--- config.mk ---
export PLATFORM = sky130hd
export DESIGN_NAME = auto_gain_ctrl_param
export DESIGN_NICKNAME = d
export VERILOG_FILES = /design/src/rtl/auto_gain_ctrl_param.sv
export SDC_FILE = /design/constraint.sdc
export NUM_CORES = 1
export LEC_CHECK = 0
export ABC_AREA = 1
export BUFFER_PORTS_ARGS = -buffer_cell sky130_fd_sc_hd__buf_2
export CAP_MARGIN = 10
export CORE_ASPECT_RATIO = 0.7
export CORE_MARGIN = 3
export CORE_UTILIZATION = 26
export DETAILED_ROUTE_END_ITERATION = 10
export PLACE_DENSITY = 0.4
export SYNTH_ARGS = -nofsm -noshare
export SYNTH_HDL_FRONTEND = slang
export SYNTH_SLANG_ARGS = --single-unit
--- constraint.sdc ---
create_clock -name clk -period 2 [get_ports clk]
set_input_delay 0.1 -clock clk [delete_from_list [all_inputs] [get_ports clk]]
set_output_delay 0.1 -clock clk [all_outputs]
set_load 0.02 [all_outputs]
--- src/rtl/auto_gain_ctrl_param.sv ---
// -----------------------------------------------------------------------------
// auto_gain_ctrl_param
//
// Automatic gain controller for the ADC front end. Tracks the peak of unsigned
// ADC samples over a window of WIN_LEN valid samples and steps the PGA gain code
// down (peak above HI_TH) or up (peak below LO_TH). After every gain change,
// SETTLE_LEN valid samples are discarded while the analog path settles.
// `stable` rises once the peak has stayed in band for STABLE_WIN windows in a row.
//
// Optional feature macro: AGC_FAST_ATTACK_EN
//   When defined, a valid sample >= CLIP_TH during MEASURE immediately drops the
//   gain by one step (if not already 0) and restarts with a settle period.
//   When undefined, clipping is only seen through the window peak.
//
// Ports:
//   clk        in   system clock
//   rst_n      in   asynchronous active-low reset
//   adc_valid  in   one-cycle sample strobe
//   adc_data   in   unsigned ADC sample, DATA_W bits
//   gain_ctrl  out  current gain code (0 = lowest gain), reset to maximum
//   gain_upd   out  one-cycle pulse coincident with a new gain_ctrl value
//   stable     out  peak in band for STABLE_WIN consecutive windows
//   at_limit   out  last decision wanted to step beyond 0 or the maximum code
//   peak_out   out  peak of the last completed window
// -----------------------------------------------------------------------------
module auto_gain_ctrl_param #(
    parameter int DATA_W     = 12,
    parameter int GAIN_W     = 2,
    parameter int WIN_LEN    = 1024,
    parameter int SETTLE_LEN = 16,
    parameter int HI_TH      = 3276,
    parameter int LO_TH      = 1228,
    parameter int CLIP_TH    = 4000,
    parameter int STABLE_WIN = 3
) (
    input  logic              clk,
    input  logic              rst_n,
    input  logic              adc_valid,
    input  logic [DATA_W-1:0] adc_data,
    output logic [GAIN_W-1:0] gain_ctrl,
    output logic              gain_upd,
    output logic              stable,
    output logic              at_limit,
    output logic [DATA_W-1:0] peak_out
);

    localparam int CNT_MAX = (WIN_LEN > SETTLE_LEN) ? WIN_LEN : SETTLE_LEN;
    localparam int CNT_W   = $clog2(CNT_MAX);
    localparam int STB_W   = $clog2(STABLE_WIN + 1);

    localparam logic [CNT_W-1:0]  SETTLE_LAST = CNT_W'(SETTLE_LEN - 1);
    localparam logic [CNT_W-1:0]  WIN_LAST    = CNT_W'(WIN_LEN - 1);
    localparam logic [DATA_W-1:0] HI_V        = DATA_W'(HI_TH);
    localparam logic [DATA_W-1:0] LO_V        = DATA_W'(LO_TH);
    localparam logic [DATA_W-1:0] CLIP_V      = DATA_W'(CLIP_TH);
    localparam logic [GAIN_W-1:0] GAIN_MAX    = '1;
    localparam logic [STB_W-1:0]  STB_MAX     = STB_W'(STABLE_WIN);

`ifdef AGC_FAST_ATTACK_EN
    localparam bit FA_EN = 1'b1;
`else
    localparam bit FA_EN = 1'b0;
`endif

    typedef enum logic [1:0] {
        S_SETTLE  = 2'd0,
        S_MEASURE = 2'd1,
        S_DECIDE  = 2'd2
    } state_t;

    state_t            r_state;
    state_t            w_state_nxt;
    logic [CNT_W-1:0]  r_cnt;
    logic [DATA_W-1:0] r_peak;
    logic [DATA_W-1:0] r_peak_out;
    logic [GAIN_W-1:0] r_gain;
    logic              r_upd;
    logic              r_lim;
    logic [STB_W-1:0]  r_stab;

    logic w_clip;
    logic w_settle_end;
    logic w_win_end;
    logic w_clip_dec;
    logic w_clip_lim;
    logic w_dec_down;
    logic w_dec_up;
    logic w_dec_lim;
    logic w_dec_band;

    function automatic logic [DATA_W-1:0] peak_max(input logic [DATA_W-1:0] a,
                                                   input logic [DATA_W-1:0] b);
        return (a > b) ? a : b;
    endfunction

    function automatic logic [STB_W-1:0] stab_sat_inc(input logic [STB_W-1:0] c);
        return (c == STB_MAX) ? c : c + STB_W'(1);
    endfunction

    // Constant-folds to 0 when the fast-attack path is not built.
    assign w_clip = FA_EN && (adc_data >= CLIP_V);

    always_ff @(posedge clk or negedge rst_n) begin
        if (!rst_n) begin
            r_state <= S_SETTLE;
        end else begin
            r_state <= w_state_nxt;
        end
    end

    always_comb begin
        w_state_nxt  = r_state;
        w_settle_end = 1'b0;
        w_win_end    = 1'b0;
        w_clip_dec   = 1'b0;
        w_clip_lim   = 1'b0;
        w_dec_down   = 1'b0;
        w_dec_up     = 1'b0;
        w_dec_lim    = 1'b0;
        w_dec_band   = 1'b0;
        case (r_state)
            S_SETTLE: begin
                if (adc_valid && (r_cnt == SETTLE_LAST)) begin
                    w_settle_end = 1'b1;
                    w_state_nxt  = S_MEASURE;
                end
            end
            S_MEASURE: begin
                if (adc_valid) begin
                    // A clip that can still step down wins over window end.
                    if (w_clip && (r_gain != '0)) begin
                        w_clip_dec  = 1'b1;
                        w_state_nxt = S_SETTLE;
                    end else begin
                        w_clip_lim = w_clip;
                        if (r_cnt == WIN_LAST) begin
                            w_win_end   = 1'b1;
                            w_state_nxt = S_DECIDE;
                        end
                    end
                end
            end
            S_DECIDE: begin
                if (r_peak > HI_V) begin
                    if (r_gain != '0) w_dec_down = 1'b1;
                    else              w_dec_lim  = 1'b1;
                end else if (r_peak < LO_V) begin
                    if (r_gain != GAIN_MAX) w_dec_up  = 1'b1;
                    else                    w_dec_lim = 1'b1;
                end else begin
                    w_dec_band = 1'b1;
                end
                w_state_nxt = (w_dec_down || w_dec_up) ? S_SETTLE : S_MEASURE;
            end
            default: w_state_nxt = S_SETTLE;
        endcase
    end

    always_ff @(posedge clk or negedge rst_n) begin
        if (!rst_n) begin
            r_cnt      <= '0;
            r_peak     <= '0;
            r_peak_out <= '0;
            r_gain     <= GAIN_MAX;
            r_upd      <= 1'b0;
            r_lim      <= 1'b0;
            r_stab     <= '0;
        end else begin
            r_upd <= 1'b0;
            case (r_state)
                S_SETTLE: begin
                    if (adc_valid) begin
                        if (w_settle_end) begin
                            r_cnt  <= '0;
                            r_peak <= '0;
                        end else begin
                            r_cnt <= r_cnt + CNT_W'(1);
                        end
                    end
                end
                S_MEASURE: begin
                    if (w_clip_dec) begin
                        r_gain <= r_gain - GAIN_W'(1);
                        r_upd  <= 1'b1;
                        r_stab <= '0;
                        r_cnt  <= '0;
                        r_peak <= '0;
                    end else if (adc_valid) begin
                        r_peak <= peak_max(r_peak, adc_data);
                        r_cnt  <= w_win_end ? '0 : r_cnt + CNT_W'(1);
                        if (w_clip_lim) r_lim <= 1'b1;
                    end
                end
                S_DECIDE: begin
                    // Clearing here also covers the direct return to MEASURE.
                    r_peak_out <= r_peak;
                    r_peak     <= '0;
                    r_cnt      <= '0;
                    if (w_dec_down || w_dec_up) begin
                        r_gain <= w_dec_down ? r_gain - GAIN_W'(1) : r_gain + GAIN_W'(1);
                        r_upd  <= 1'b1;
                        r_lim  <= 1'b0;
                        r_stab <= '0;
                    end else if (w_dec_lim) begin
                        r_lim  <= 1'b1;
                        r_stab <= '0;
                    end else if (w_dec_band) begin
                        r_lim  <= 1'b0;
                        r_stab <= stab_sat_inc(r_stab);
                    end
                end
                default: ;
            endcase
        end
    end

    assign gain_ctrl = r_gain;
    assign gain_upd  = r_upd;
    assign stable    = (r_stab == STB_MAX);
    assign at_limit  = r_lim;
    assign peak_out  = r_peak_out;

endmodule
==> impl_metrics.prom <==
# TYPE chip_impl_metric gauge
chip_impl_metric{name="ys_seq_area_share",unit="%"} 40.99
chip_impl_metric{name="nFillCells",unit=""} 977
chip_impl_info{name="highest-signal-layer",value="met4"} 1
chip_impl_info{name="run_status",value="finished clean"} 1
chip_impl_info{name="ys_top_cells_by_area",value="sky130_fd_sc_hd__dfrtp_1 (39%), sky130_fd_sc_hd__nand2_1 (15%), sky130_fd_sc_hd__ha_1 (9.3%)"} 1
chip_impl_metric{name="crit_required",unit="ps"} 2180
chip_impl_metric{name="achievable-frequency",unit="MHz"} 547.3
chip_impl_metric{name="finished_core_util",unit="%"} 33.64
chip_impl_metric{name="synth.cell_area",unit="um^2"} 2570
chip_impl_metric{name="number_of_global_route_vias_before_repair",unit=""} 2000
chip_impl_metric{name="routed_wl",unit="um"} 6185
chip_impl_metric{name="total_power_divided_by_cell_area",unit="nW/um^2"} 1451
chip_impl_metric{name="io_buffer_count",unit=""} 31
chip_impl_info{name="synthDominantAreaCellType",value="sky130_fd_sc_hd__dfrtp_1"} 1
chip_impl_metric{name="grt_first_pass_wirelength",unit="um"} 10380
chip_impl_metric{name="crit_arrival",unit="ps"} 2000
chip_impl_metric{name="avgSynthCellArea",unit="um^2"} 8.031
chip_impl_metric{name="finalWorstPathRequiredPeriod",unit="ps"} 1827
chip_impl_metric{name="dieArea",unit="um^2"} 11130
chip_impl_metric{name="synth_nets",unit=""} 354
chip_impl_metric{name="area_growth",unit="%"} 22.05
chip_impl_info{name="setup.worst_path.end_class",value="register"} 1
chip_impl_metric{name="cts-buffers-inserted",unit=""} 5
chip_impl_metric{name="io_pins",unit=""} 32
chip_impl_metric{name="dp_hpwl",unit="um"} 4767
chip_impl_metric{name="chipHeight",unit="um"} 89.18
chip_impl_metric{name="maxSlewViolCount",unit=""} 0
chip_impl_metric{name="detailedRoute.firstPassIterationCount",unit=""} 4
chip_impl_metric{name="initialDrtViolationCount",unit=""} 179
chip_impl_metric{name="overflow",unit=""} 0
chip_impl_metric{name="cts.path.max_buffers",unit=""} 2
chip_impl_metric{name="post_synth_inst_count",unit=""} 320
chip_impl_metric{name="place.detailed.instances",unit=""} 483
chip_impl_metric{name="initial_antenna_violation_count",unit=""} 0
chip_impl_metric{name="crit_fanout",unit=""} 8
chip_impl_info{name="synthFlopType",value="sky130_fd_sc_hd__dfrtp_1"} 1
chip_impl_metric{name="nNetsFinal",unit=""} 401
chip_impl_info{name="start_kind",value="register"} 1
chip_impl_metric{name="layout_worst_path_cycle_share",unit="%"} 91.35
chip_impl_metric{name="worst-slew-pin-transition",unit="ps"} 540.6
chip_impl_metric{name="grt_usage",unit="%"} 11.99
chip_impl_metric{name="worstSkewPairLatency",unit="ps"} 290
chip_impl_metric{name="number_of_failing_setup_endpoints_in_the_final_timing_report",unit=""} 0
chip_impl_metric{name="final_cell_count_without_fillers",unit=""} 492
chip_impl_metric{name="viasPerCell",unit=""} 4.297
chip_impl_metric{name="drc_errors",unit=""} 0
chip_impl_metric{name="count_of_endpoints_failing_hold_in_the_final_timing_report",unit=""} 0
chip_impl_metric{name="antenna_cells",unit=""} 0
chip_impl_metric{name="p_leak",unit="uW"} 0.001681
chip_impl_metric{name="peakVddDrop",unit="V"} 0.0003523
chip_impl_metric{name="flip_flop_and_latch_count_after_synthesis",unit=""} 42
chip_impl_metric{name="detailroute.via_count",unit=""} 2114
chip_impl_metric{name="detail_route.wl_per_cell",unit="um"} 12.57
chip_impl_info{name="tritoncts",value="done"} 1
chip_impl_metric{name="floorplan.initialDensity",unit="%"} 27.56
chip_impl_metric{name="post_synth_num_cell_types",unit=""} 38
chip_impl_metric{name="post-route-worst-setup-slack",unit="ps"} 173.0
chip_impl_metric{name="route.met3.wl",unit="um"} 212
chip_impl_metric{name="ant_nets",unit=""} 0
chip_impl_info{name="setup.worst_path.class",value="register to register"} 1
chip_impl_info{name="hold_path_class",value="input pin to register"} 1
chip_impl_metric{name="grt_start_max_net_pins",unit=""} 23
chip_impl_metric{name="design_power_total",unit="uW"} 4551
chip_impl_metric{name="rows",unit=""} 29
chip_impl_metric{name="detailedPlace.worstSlack",unit="ps"} 29.30
chip_impl_metric{name="fraction_of_layout_instances_using_a_drive_strength_above_1",unit="%"} 22.01
chip_impl_metric{name="synth_top_cell_area_share",unit="%"} 38.95
chip_impl_metric{name="synth-edff-count",unit=""} 0
chip_impl_metric{name="post_cts_buffers",unit=""} 0
chip_impl_metric{name="synth_async_sr_flop_share",unit="%"} 100.0
chip_impl_metric{name="worst_slew_margin_rel",unit="%"} 63.96
chip_impl_metric{name="yosys_warnings",unit=""} 0
chip_impl_metric{name="fp.coreArea",unit="um^2"} 9325
chip_impl_info{name="cts_root_buffer",value="sky130_fd_sc_hd__clkbuf_16"} 1
chip_impl_metric{name="detailroute.wirelength.met2",unit="um"} 2318
chip_impl_metric{name="met1_length",unit="um"} 3562
chip_impl_metric{name="cts_max_level",unit=""} 2
chip_impl_metric{name="final.setup_skew",unit="ps"} 6.059
chip_impl_metric{name="die_w",unit="um"} 124.8
chip_impl_metric{name="place_congestion",unit=""} 0.7587
chip_impl_metric{name="clk_pin_slew_worst_paths",unit="ps"} 70
chip_impl_metric{name="cts.sinks",unit=""} 42
chip_impl_metric{name="max_cap_violations",unit=""} 0
## cells in the final DEF, fill, tap and decap left out, types with 2 or more instances in the layout
cell and instances:
sky130_fd_sc_hd__xor2_1 4, sky130_fd_sc_hd__clkbuf_16 5, sky130_fd_sc_hd__nand3b_1 12, sky130_fd_sc_hd__dfrtp_1 38, sky130_fd_sc_hd__inv_1 40, sky130_fd_sc_hd__nand2_1 105, sky130_fd_sc_hd__dfstp_2 2, sky130_fd_sc_hd__nor3_1 2
sky130_fd_sc_hd__inv_2 4, sky130_fd_sc_hd__buf_4 15, sky130_fd_sc_hd__nor2_1 17, sky130_fd_sc_hd__nor3_2 4, sky130_fd_sc_hd__nand4_1 5, sky130_fd_sc_hd__and3_1 3, sky130_fd_sc_hd__o21ai_0 11, sky130_fd_sc_hd__ha_1 19
sky130_fd_sc_hd__nand3_1 13, sky130_fd_sc_hd__a21oi_1 8, sky130_fd_sc_hd__o21ai_1 6, sky130_fd_sc_hd__buf_2 31, sky130_fd_sc_hd__dfrtp_2 2
## logic make-up (layout without fill, tap and decap cells)
kind of cell | after synthesis | in the layout | synth area share (%)
xor+xnor | 4 | 4 | 1.363
simple gates | 171 | 171 | 31.99
flops | 42 | 42 | 40.99
buf+inv | 53 | 101 | 8.860
fa+ha+maj | 19 | 19 | 9.250
compound gates | 31 | 31 | 7.547
## flip-flops by register name, summed over array words and instances, names as in the netlist
register   flops
r_stab         2
peak_out      12
r_state        2
at_limit       1
r_cnt         10
gain_ctrl      2
gain_upd       1
r_peak        12
## synthesized netlist by cell type, types with 2 or more instances
master / instances
sky130_fd_sc_hd__nand2_1: 105
sky130_fd_sc_hd__dfrtp_1: 40
sky130_fd_sc_hd__inv_1: 40
sky130_fd_sc_hd__ha_1: 19
sky130_fd_sc_hd__nor2_1: 17
sky130_fd_sc_hd__nand3_1: 13
sky130_fd_sc_hd__nand3b_1: 12
sky130_fd_sc_hd__o21ai_0: 11
sky130_fd_sc_hd__a21oi_1: 8
sky130_fd_sc_hd__o21ai_1: 6
sky130_fd_sc_hd__nand4_1: 5
sky130_fd_sc_hd__clkbuf_1: 4
sky130_fd_sc_hd__inv_2: 4
sky130_fd_sc_hd__xor2_1: 4
sky130_fd_sc_hd__and3_1: 3
sky130_fd_sc_hd__nor3_1: 3
sky130_fd_sc_hd__nor3_2: 3
sky130_fd_sc_hd__dfstp_2: 2
sky130_fd_sc_hd__nand3_2: 2
## path summary, 6_finish.rpt
check / startpoint / slack, ps / end / cells after the start
worst min-delay path: adc_data[8] / 130 / r_peak[8]$_DFFE_PN0P_ / 4
max in group asynchronous: rst_n / 1160 / r_state[1]$_DFFE_PN0P_ / 3
worst min register to register: peak_out[6]$_DFFE_PN0P_ / 460 / peak_out[6]$_DFFE_PN0P_ / 2
worst max register to register: r_state[0]$_DFFE_PN0P_ / 170 / r_cnt[6]$_DFFE_PN0P_ / 10
worst max-delay path: r_state[0]$_DFFE_PN0P_ / 170 / r_cnt[6]$_DFFE_PN0P_ / 10
min in group asynchronous: rst_n / 330 / peak_out[11]$_DFFE_PN0P_ / 2
## final cells by class
class | instances | area [um^2] | area share (%)
Timing Repair Buffer | 48 | 297.8 | 9.493
Sequential cell | 42 | 1056 | 33.67
Clock inverter | 3 | 21.27 | 0.6781
Inverter | 45 | 171.4 | 5.465
Multi-Input combinational cell | 225 | 1310 | 41.76
Tap cell | 124 | 155.1 | 4.946
Clock buffer | 5 | 125.1 | 3.989
## stage by stage
stage	hold WS, ps	area (um^2)	setup TNS, ps
3_5_place_dp	121.5	2957	0
5_1_grt	158.7	3137	-9.316
6_report	128.5	3137	0
2_1_floorplan	-195.6	2570	0
4_1_cts	126.1	3113	0
3_3_place_gp	124.8	2957	0
## routing by layer
metal / GRT usage [%] / vias to the layer above
met1: 18.59 / 970
met5: 0 / -
met2: 15.98 / 26
li1: - / 1111
met3: 2.985 / 7
met4: 3.839 / 0
## report_power, final
part           switching (uW)  internal, uW
clock                     375           463
combinational            1440           851
sequential                224          1190
## what timing repair did
| item | in CTS | in global routing |
|---|---|---|
| setup endpoints to repair | 0 | 14 |
| gates resized for setup | 0 | 5 |
| hold buffers | 1 | 0 |
| hold endpoints to repair | 19 | 0 |
## worst max-delay path: stages, from the launching register on
cell and delay [ps]:
sky130_fd_sc_hd__dfrtp_2 400, sky130_fd_sc_hd__inv_1 80, sky130_fd_sc_hd__ha_1 210, sky130_fd_sc_hd__inv_1 90, sky130_fd_sc_hd__o21bai_1 70, sky130_fd_sc_hd__o21bai_4 230
sky130_fd_sc_hd__inv_2 150, sky130_fd_sc_hd__nand2_1 120, sky130_fd_sc_hd__nor2_1 140, sky130_fd_sc_hd__xor2_1 170, sky130_fd_sc_hd__a21oi_1 60
(Power assumes the default switching activity.)
